**src/rtl/decode_issue_queue.sv**
```systemverilog
// Decode-to-issue decoupling FIFO with single-branch-in-flight gating and flush.
// Optional combinational empty-queue bypass is enabled by defining CVA6_DIQ_BYPASS_EN.

package decode_issue_queue_pkg;
  typedef struct packed {
    logic [31:0] pc;
    logic [3:0]  fu;
    logic [4:0]  rd;
  } scoreboard_entry_t;
endpackage

module decode_issue_queue
  import decode_issue_queue_pkg::*;
#(
  parameter  int unsigned DEPTH = 4,
  localparam int unsigned OCC_W = $clog2(DEPTH) + 1
) (
  input  logic              clk_i,
  input  logic              rst_ni,
  input  logic              flush_i,
  input  scoreboard_entry_t decoded_instr_i,
  input  logic              decoded_instr_valid_i,
  input  logic              is_ctrl_flow_i,
  output logic              decoded_instr_ack_o,
  output scoreboard_entry_t issue_instr_o,
  output logic              issue_instr_valid_o,
  output logic              issue_is_ctrl_flow_o,
  input  logic              issue_ack_i,
  input  logic              resolve_branch_i,
  output logic [OCC_W-1:0]  occupancy_o,
  output logic              full_o
);

  localparam int unsigned PTR_W = $clog2(DEPTH);

  typedef struct packed {
    scoreboard_entry_t instr;
    logic              ctrl_flow;
  } slot_t;

  slot_t             mem [DEPTH];
  logic [PTR_W-1:0]  rd_ptr;
  logic [PTR_W-1:0]  wr_ptr;
  logic [OCC_W-1:0]  count;
  logic              branch_pending;

  logic full;
  logic empty;
  logic bypass;
  logic enq;
  logic deq;
  logic wr_en;
  logic rd_en;

  // NOTE: every always_comb output gets a default first so no latch is inferred.
  always_comb begin
    full                 = (count == OCC_W'(DEPTH));
    empty                = (count == '0);
    decoded_instr_ack_o  = !full && !flush_i;
    issue_instr_o        = mem[rd_ptr].instr;
    // Head slot is not reset, so mask the flag to keep it clean while empty.
    issue_is_ctrl_flow_o = mem[rd_ptr].ctrl_flow && !empty;
    issue_instr_valid_o  = !empty && !branch_pending && !flush_i;
`ifdef CVA6_DIQ_BYPASS_EN
    bypass = empty && !branch_pending && !flush_i;
    if (bypass) begin
      issue_instr_o        = decoded_instr_i;
      issue_is_ctrl_flow_o = is_ctrl_flow_i;
      issue_instr_valid_o  = decoded_instr_valid_i;
    end
`else
    bypass = 1'b0;
`endif
    enq   = decoded_instr_valid_i && decoded_instr_ack_o;
    deq   = issue_instr_valid_o && issue_ack_i;
    // A bypassed entry consumed in the same cycle never touches storage.
    wr_en = enq && !(bypass && issue_ack_i);
    rd_en = deq && !bypass;
  end

  assign occupancy_o = count;
  assign full_o      = full;

  // NOTE: storage is deliberately not reset; count and pointers alone define validity.
  always_ff @(posedge clk_i) begin
    if (wr_en) begin
      mem[wr_ptr] <= '{instr: decoded_instr_i, ctrl_flow: is_ctrl_flow_i};
    end
  end

  always_ff @(posedge clk_i or negedge rst_ni) begin
    if (!rst_ni) begin
      rd_ptr         <= '0;
      wr_ptr         <= '0;
      count          <= '0;
      branch_pending <= 1'b0;
    end else if (flush_i) begin
      rd_ptr         <= '0;
      wr_ptr         <= '0;
      count          <= '0;
      branch_pending <= 1'b0;
    end else begin
      if (wr_en) wr_ptr <= wr_ptr + PTR_W'(1);
      if (rd_en) rd_ptr <= rd_ptr + PTR_W'(1);
      case ({wr_en, rd_en})
        2'b10:   count <= count + OCC_W'(1);
        2'b01:   count <= count - OCC_W'(1);
        default: count <= count;
      endcase
      // Issuing a new control-flow entry outranks a same-cycle resolve.
      if (deq && issue_is_ctrl_flow_o) begin
        branch_pending <= 1'b1;
      end else if (resolve_branch_i) begin
        branch_pending <= 1'b0;
      end
    end
  end

endmodule

```
**config.mk**
```make
export PLATFORM = sky130hd
export DESIGN_NAME = decode_issue_queue
export DESIGN_NICKNAME = d
export VERILOG_FILES = /design/src/rtl/decode_issue_queue.sv
export SDC_FILE = /design/constraint.sdc
export NUM_CORES = 1
export LEC_CHECK = 0
export CELL_PAD_IN_SITES_DETAIL_PLACEMENT = 1
export CELL_PAD_IN_SITES_GLOBAL_PLACEMENT = 1
export CORE_MARGIN = 2
export CORE_UTILIZATION = 29
export DETAILED_ROUTE_END_ITERATION = 10
export HOLD_SLACK_MARGIN = 0.12
export PLACE_DENSITY = 0.55
export SETUP_SLACK_MARGIN = 0.1
export SYNTH_ARGS = -nofsm -noshare
export SYNTH_HDL_FRONTEND = slang
export SYNTH_SLANG_ARGS = --single-unit
```
**constraint.sdc**
```tcl
create_clock -name clk_i -period 2.6 [get_ports clk_i]
set_input_delay 0.78 -clock clk_i [delete_from_list [all_inputs] [get_ports clk_i]]
set_output_delay 0.78 -clock clk_i [all_outputs]
set_load 0.01 [all_outputs]
```
=== After elaboration in Yosys (flattened, before gate mapping) ===
Memory sizes are Yosys's and may differ from the RTL's.
Cells that the tools add are included.

* Bits in registers: 8
* RAM bits: 168
* Bits of input ports: 48
* Output and inout port bits: 48
* Word-level logic and storage cells: 39
* Memories kept: 1

{| class="wikitable"
|+ Memory list
! name !! depth !! bits a word !! rd ports !! clocked after Yosys merged registers in !! wr ports !! RTL line !! text
|-
| mem || 4 || 42 || 1 || 0 || 1 || 41 || <nowiki>slot_t mem [DEPTH];</nowiki>
|}

* Add/subtract/negate cells: 4
* Equality and inequality tests: 3
* Mux-type cells: 11
* Reduce and logical (&&, ||, !) cells: 16

{| class="wikitable"
|+ Operator list
! kind !! number
|-
| 2-to-1 mux 2 bit || 4
|-
| logical AND 1 bit || 7
|-
| one-hot mux 3 bit (2 select lines) || 1
|-
| nonzero test 3 bit || 2
|-
| 2-to-1 mux 1 bit || 5
|-
| adder 2 x 1 -> 2 bit (second input constant) || 2
|-
| zero test 1 bit || 4
|-
| nonzero test 2 bit || 2
|-
| adder 3 x 1 -> 3 bit (second input constant) || 1
|-
| equality test 3 bit (second input constant) || 1
|-
| zero test 3 bit || 1
|-
| 2-to-1 mux 3 bit || 1
|-
| subtractor 3 x 1 -> 3 bit (second input constant) || 1
|-
| equality test 2 x 1 -> 1 bit (second input constant) || 1
|-
| equality test 2 bit (second input constant) || 1
|}

=== Longest topological paths before layout ===
Gate-level depths: netlist of run 1.

* Depth in word-level cells: 8
* Gate-level depth with buffers: 9
* Depth with buffers taken out: 8

=== Worst setup path after synthesis of run 1 ===
Ideal clock, no wire load.

* Kind: input-to-reg
* Start: input port decoded_instr_valid_i
* End: memory mem[1][0] (netlist name), enable pin
* Setup time: 403 ps
* Data arrival time: 2481 ps
* Required time: 2197 ps
* Setup slack: -285 ps
* Stages on the path: 3
* Buffers on the path: 1
* Cells stage by stage: clkbuf_1 -> nor3b_2 -> and2_1

* Cells in the longest elaborated chain, start to end: 3

{| class="wikitable"
|+ Ends and longest elaborated chain
! what !! RTL line !! text
|-
| start, declared || 22 || <nowiki>input logic decoded_instr_valid_i,</nowiki>
|-
| logical AND 1 bit || 74 || <nowiki>enq = decoded_instr_valid_i && decoded_instr_ack_o;</nowiki>
|-
| 2-to-1 mux 1 bit || 86 || <nowiki>if (wr_en) begin</nowiki>
|-
| 2-to-1 mux 1 bit (not written as such) || 87 || <nowiki>mem[wr_ptr] <= '{instr: decoded_instr_i, ctrl_flow: is_ctrl_flow_i};</nowiki>
|-
| end, declared || 41 ||
|}

No other way between the ends.

=== Final worst setup path of run 1 ===
* Start: register rd_ptr[0]
* End: output port issue_is_ctrl_flow_o

* Cells in the longest elaborated chain, start to end: 2

{| class="wikitable"
|+ Ends and longest elaborated chain
! what !! RTL line !! text
|-
| start, declared || 42 || <nowiki>logic [PTR_W-1:0] rd_ptr;</nowiki>
|-
| start signal, assigned || 104 || <nowiki>if (rd_en) rd_ptr <= rd_ptr + PTR_W'(1);</nowiki>
|-
| memory (4 x 42 bit) || -- ||
|-
| logical AND 1 bit || 62 || <nowiki>issue_is_ctrl_flow_o = mem[rd_ptr].ctrl_flow && !empty;</nowiki>
|-
| end, declared || 27 || <nowiki>output logic issue_is_ctrl_flow_o,</nowiki>
|}

No other way between the ends.

==> impl_metrics.tcl, run 1 <==
set metrics [dict create \
    status "finished, violations left" \
    violations "setup timing" \
    cts_tree "yes" \
    p_per_area_nw_per_um2 792 \
    grt_max_degree 27 \
    reg2reg_depth 9 \
    finalHoldViolations 0 \
    routedWlPerCell_um 19.5 \
    hold_path_class "reg -> reg" \
    setup_violations 12 \
    syn-num-nets 333 \
    ant_nets 0 \
    ys_ff_latch 176 \
    cts_inserted_buffers 17 \
    post-dp-hpwl_um 8360 \
    yosysSeqAreaShare_pct 79.3 \
    yosysUniqueCellTypes 33 \
    path_clk_slew_ns 0.06 \
    layout_common_cells "edfxtp_1 (168), clkdlybuf4s50_1 (50), mux4_2 (42)" \
    grt_pass1_vias 3621 \
    cp.arrival_ns 1.87 \
    cts-root-buf "clkbuf_16" \
    drive_gt1_share_pct 39.0 \
    post-synth-top-area-cell "edfxtp_1" \
    first_pass_iters 4 \
    gp_congestion 0.711 \
    drv_slew 0 \
    n_antenna_cell 0 \
    p_leak_uw 0.00298 \
    place_inst 669 \
    yosysWarnings 0 \
    pre_cts_slack_ns -0.262 \
    cp-start-kind "register" \
    start_util_pct 29.4 \
    whs_path_depth 1 \
    antenna_found_initial 0 \
    setup_slack_ns -0.0503 \
    num_rows 55 \
    endpoint_kind "output pin" \
    crit_required_ns 1.82 \
    grt_usage_pct 12.3 \
    peakVddDrop_mv 0.468 \
    syn_area_per_cell_um2 23.6 \
    io_pins 96 \
    clk_latency_ns 0.42 \
    cts_sinks 176 \
    via_per_inst 4.54 \
    comb_power_share_pct 18.2 \
    portBuffers 95 \
    crit_fanout 4 \
    dieHeight_um 155 \
    gr-total-overflow 0 \
    max_cap_viol_count 0 \
    die_w_um 155 \
    holdWs_ns 0.599 \
    grt_pass1_wl_um 21700 \
    nets 471 \
    fill_cells 2106 \
    synth_cells 280 \
    final-instance-count-excl-fill 716 \
    synth_area_um2 6620 \
    swShare_pct 23.7 \
    drtIter0Drc 172 \
    clock_skew_ns 0.0100 \
    die_area_um2 24000 \
    num_vias 3251 \
    slew_headroom_pct 71.0 \
    drc 0 \
    critical_path_class "reg -> out" \
    fmax_mhz 377 \
    htree_levels 4 \
    finalCritPeriodShare_pct 102 \
    grt_setup_unrepaired "true" \
    intPower_uw 5430 \
    cts_buffer_depth 2 \
    p_clk_share_pct 35.4 \
    worst_pin_slew_ns 0.434 \
    area_delta_synth_final_pct 35.8 \
    yosys-top-cells-area "edfxtp_1 (76%), mux4_2 (14%), dfrtp_1 (3.0%), ha_1 (0.76%), xnor2_1 (0.66%)" \
    p_seq_share_pct 46.4 \
    final_common_cell "edfxtp_1" \
    totalWireLength_um 13900 \
    design.core.area_um2 22500 \
    min_period_ns 2.65 \
    netlist.area_leader.share_pct 76.2 \
    power.switching_uw 1680 \
]
-- through the flow --
| step | instance area, um^2 | total power [uW] | setup TNS [ns] | utilization, % |
|---|---|---|---|---|
| 2_1_floorplan | 6620 | 3900 | 0 | - |
| 3_3_place_gp | 8210 | 4510 | -1.75 | 36.5 |
| 3_5_place_dp | 8210 | 4530 | -3.33 | 36.5 |
| 4_1_cts | 8980 | 7230 | -2.45 | 39.9 |
| 5_1_grt | 8980 | 7430 | -2.32 | 39.9 |
| 6_report | 8980 | 7120 | -0.140 | 39.9 |
-- layout make-up --
class	count	area [um^2]	share of cell area (%)
Timing Repair Buffer	132	1460	16.2
Clock buffer	18	429	4.78
Multi-Input combinational cell	88	1330	14.7
Inverter	3	11.3	0.125
Clock inverter	14	154	1.71
Tap cell	285	357	3.97
Sequential cell	176	5250	58.5
-- worst paths after layout --
kind / end / from / slack (ns)
max: issue_is_ctrl_flow_o / rd_ptr[0]$_DFFE_PN0P_ / -0.05
min: branch_pending$_DFFE_PN0P_ / branch_pending$_DFFE_PN0P_ / 0.60
max reg2reg: occupancy_o[2]$_DFFE_PN0P_ / occupancy_o[1]$_DFFE_PN0P_ / 0.43
min reg2reg: branch_pending$_DFFE_PN0P_ / branch_pending$_DFFE_PN0P_ / 0.60
max in group asynchronous: rd_ptr[0]$_DFFE_PN0P_ / rst_ni / 1.60
min in group asynchronous: occupancy_o[1]$_DFFE_PN0P_ / rst_ni / 0.66
-- state kept, by name, indices dropped and copies added (netlist names) --
signal / cells
mem: 168
rd_ptr: 2
branch_pending: 1
wr_ptr: 2
occupancy_o: 3
-- cell usage after synthesis --
cell	n
a22o_1	1
nor2_1	6
and2b_2	1
mux2i_1	1
o311ai_1	1
or4b_1	1
o31ai_1	1
dfrtp_1	8
o211ai_1	1
xnor2_1	5
buf_1	1
a32o_1	1
a21oi_1	1
clkbuf_2	1
clkbuf_1	6
nor3_2	1
fa_1	1
a31oi_1	1
mux4_2	42
a21o_2	1
nand2_1	4
or2b_1	1
nor3b_1	1
inv_1	3
ha_1	4
nor3_1	2
edfxtp_1	168
nor3b_2	1
nor2b_1	3
and2_1	4
nor4b_2	1
buf_2	5
nand4b_1	1
-- power by group through the flow --
stage,combinational [uW],clock (uW),sequential [uW]
floorplan,536,0,3360
global placement,1130,0,3390
detailed placement,1140,0,3400
CTS,1320,2600,3310
global route,1400,2710,3320
finish,1290,2520,3310
-- layer usage --
| layer | vias up | wire length [um] | GRT usage [%] |
|---|---|---|---|
| li1 | 1450 | - | - |
| met1 | 1723 | 6130 | 15.8 |
| met2 | 67 | 7090 | 20.3 |
| met3 | 11 | 573 | 3.87 |
| met4 | 0 | 148 | 3.17 |
| met5 | - | 0 | 0 |
-- cell families after synthesis --
family | count (synthesis) | synth area share [%]
flops | 176 | 79.3
mux | 43 | 14.4
simple gates | 27 | 2.59
buf+inv | 16 | 1.02
compound gates | 8 | 0.946
xor+xnor | 5 | 0.662
fa+ha+maj | 5 | 1.06
-- worst max-delay path, stage by stage, from the launching register on --
cell and delay (ns):
dfrtp_4 0.51, buf_4 0.15, mux4_2 0.45, and2b_2 0.22, buf_6 0.11
-- timing repair --
item / in CTS / in global routing
hold buffers: 0 / 0
gates resized for setup: 209 / 14
buffers inserted: 13 / 1
cloned: 3 / 0
endpoints found under the setup margin: 45 / 43
Note: power is estimated with default switching activity, not from simulation.
==> run 2: changes to the inputs <==
Settings changed: TNS_END_PERCENT set to 10.
==> run 2 against run 1 <==
The run still ends with setup timing left; maximum frequency is 0.54% lower; critical path depth stayed put; clock power is 2% lower; combinational power is 6% lower; sequential power hardly changed; core utilization is 0.44 points lower; global-route usage is 0.14 points higher; final cell count is 1.1% lower; sequential share of layout area is 0.66 points higher; register-to-register slack better by 0.05 ns; critical endpoint unchanged; largest power group unchanged.
==> impl_metrics.tcl, run 2 (synthesized netlist as in run 1, its figures left out) <==
set metrics [dict create \
    p_total_uw 7010 \
    drv_slew 0 \
    cp.arrival_ns 1.88 \
    cts_inserted_buffers 17 \
    cp_common_cell "buf_6" \
    die_area_um2 24000 \
    holdWs_ns 0.591 \
    r2r-start "occupancy_o[1]$_DFFE_PN0P_" \
    num_vias 3233 \
    area_delta_synth_final_pct 34.3 \
    gr-max-usage-layer "met2" \
    pre_cts_slack_ns -0.194 \
    grt_pass1_vias 3662 \
    final-instance-count-excl-fill 708 \
    drtIter0Drc 166 \
    routedWlPerCell_um 20.1 \
    largest_reg_flops 168 \
    finalHoldViolations 0 \
    critical_path_class "reg -> out" \
    cp-start-kind "register" \
    die_w_um 155 \
    critPathMaxStageDelay_ns 0.51 \
    portBuffers 95 \
    drive_gt1_share_pct 37.1 \
    met3_usage_pct 3.26 \
    start_util_pct 29.4 \
    violations "setup timing" \
    post_dp_cell_area_um2 8190 \
    reg2reg_setup_slack_ns 0.48 \
    final_common_cell "edfxtp_1" \
    reg2reg_depth 6 \
    cts_sinks 176 \
    gr-total-overflow 0 \
    cts_buffer_depth 2 \
    critPathSlowestCell "dfrtp_4" \
    io_pins 96 \
    slew_headroom_pct 73.1 \
    path_clk_slew_ns 0.06 \
    p_leak_uw 0.00292 \
    clk_latency_ns 0.42 \
    place_inst 667 \
    antenna_found_initial 0 \
    clock_skew_ns 0.00985 \
    num_rows 55 \
    cts-root-buf "clkbuf_16" \
    regMostFlops "mem" \
    whs_endpoint "branch_pending$_DFFE_PN0P_" \
    r2r_end "occupancy_o[2]$_DFFE_PN0P_" \
    layout_common_cells "edfxtp_1 (168), clkdlybuf4s50_1 (49), mux4_2 (42)" \
    worst_pin_slew_ns 0.402 \
    min_period_ns 2.66 \
    totalWireLength_um 14200 \
    finalCritPeriodShare_pct 102 \
    grt_usage_pct 12.4 \
    crit_fanout 4 \
    gp_congestion 0.713 \
    finalInstanceArea_um2 8880 \
    grt_pass1_wl_um 21800 \
    grtUsageMet2_pct 21.1 \
    n_antenna_cell 0 \
    htree_levels 4 \
    grt_max_degree 25 \
    cts_tree "yes" \
    hold_path_class "reg -> reg" \
    ant_nets 0 \
    max_cap_viol_count 0 \
    status "finished, violations left" \
    dieHeight_um 155 \
    whs_path_depth 1 \
    grt_setup_unrepaired "true" \
    grtUsageMet1_pct 15.5 \
    fmax_mhz 375 \
    post-dp-hpwl_um 8710 \
    peakVddDrop_mv 0.449 \
    hold_start "branch_pending$_DFFE_PN0P_" \
    setup_slack_ns -0.0646 \
    first_pass_iters 4 \
    nets 463 \
    via_per_inst 4.57 \
    path_cells "buf_6 > mux4_2 > and2b_2 > buf_6" \
    p_per_area_nw_per_um2 789 \
    crit_required_ns 1.82 \
    setup_violations 4 \
    endpoint_kind "output pin" \
    design.core.area_um2 22500 \
    drc 0 \
]
[run 2: changes by cell type in the layout (fill, tap and decap cells not counted), sizes merged]
| cell | previous run | this run |
|---|---|---|
| clkbuf | 18 | 22 |
| clkdlybuf4s15 | 0 | 1 |
| clkinvlp | 1 | 4 |
| clkdlybuf4s50 | 50 | 49 |
| clkinv | 6 | 3 |
| inv | 8 | 6 |
| dlygate4sd2 | 3 | 2 |
| buf | 79 | 69 |
| dlymetal6s2s | 0 | 1 |
[run 2: how the worst max path moves through the flow]
stage,depth (start not counted),endpoint,start,slack (ns)
after floorplan,3,mem[3][0]$_DFFE_PP_,decoded_instr_valid_i,-0.28
after global placement,3,issue_instr_valid_o,flush_i,-0.18
after detailed placement,8,occupancy_o[2]$_DFFE_PN0P_,flush_i,-0.19
after CTS,4,issue_instr_o[23],rd_ptr[0]$_DFFE_PN0P_,-0.12
after global routing,4,issue_is_ctrl_flow_o,rd_ptr[0]$_DFFE_PN0P_,-0.10
final,4,issue_is_ctrl_flow_o,rd_ptr[0]$_DFFE_PN0P_,-0.06
[run 2: per-layer routing]
metal / up-vias / part of all wire (%)
li1: 1432 / -
met5: - / 0
met4: 0 / 1.1
met2: 80 / 53
met3: 15 / 4.3
met1: 1706 / 42
[run 2: power breakdown]
part	internal, uW	switching, uW	total [uW]
combinational	691	516	1210
clock	1420	1050	2470
sequential	3260	70.4	3330
[run 2: layout make-up]
type                    count  area [um^2]
well taps                 285          357
multi-input cells          88         1310
clock buffers              20          437
flip-flops and latches    176         5250
inverters                   3         11.3
fillers                  2108        13600
repair buffers            124         1380
clock inverters            12          135
[run 2: critical path, delay by kind of cell (launching register included)]
family / cells / cell delay, ns
muxes: 1 / 0.48
buffers and inverters: 2 / 0.26
and+or+nand+nor: 1 / 0.23
DFF: 1 / 0.51
[run 2: what timing repair did]
action	in CTS	in global routing
gates resized for setup	197	12
buffers inserted	5	1
endpoints found under the setup margin	45	43
hold buffers	0	0
cloned	2	1
[run 2: metrics by stage]
stage / TNS [ns] / utilization, %
2_1_floorplan: -35.82 / -
3_3_place_gp: -0.719 / 36.4
3_5_place_dp: -2.86 / 36.4
4_1_cts: -0.892 / 39.1
5_1_grt: -1.80 / 39.5
6_report: -0.0772 / 39.5
==> run 3: changes to the inputs <==
Settings changed: HOLD_SLACK_MARGIN 0.12 to 0.05.
==> results of run 3 <==
No change in the layout: final DEF, timing and power equal those of run 2.
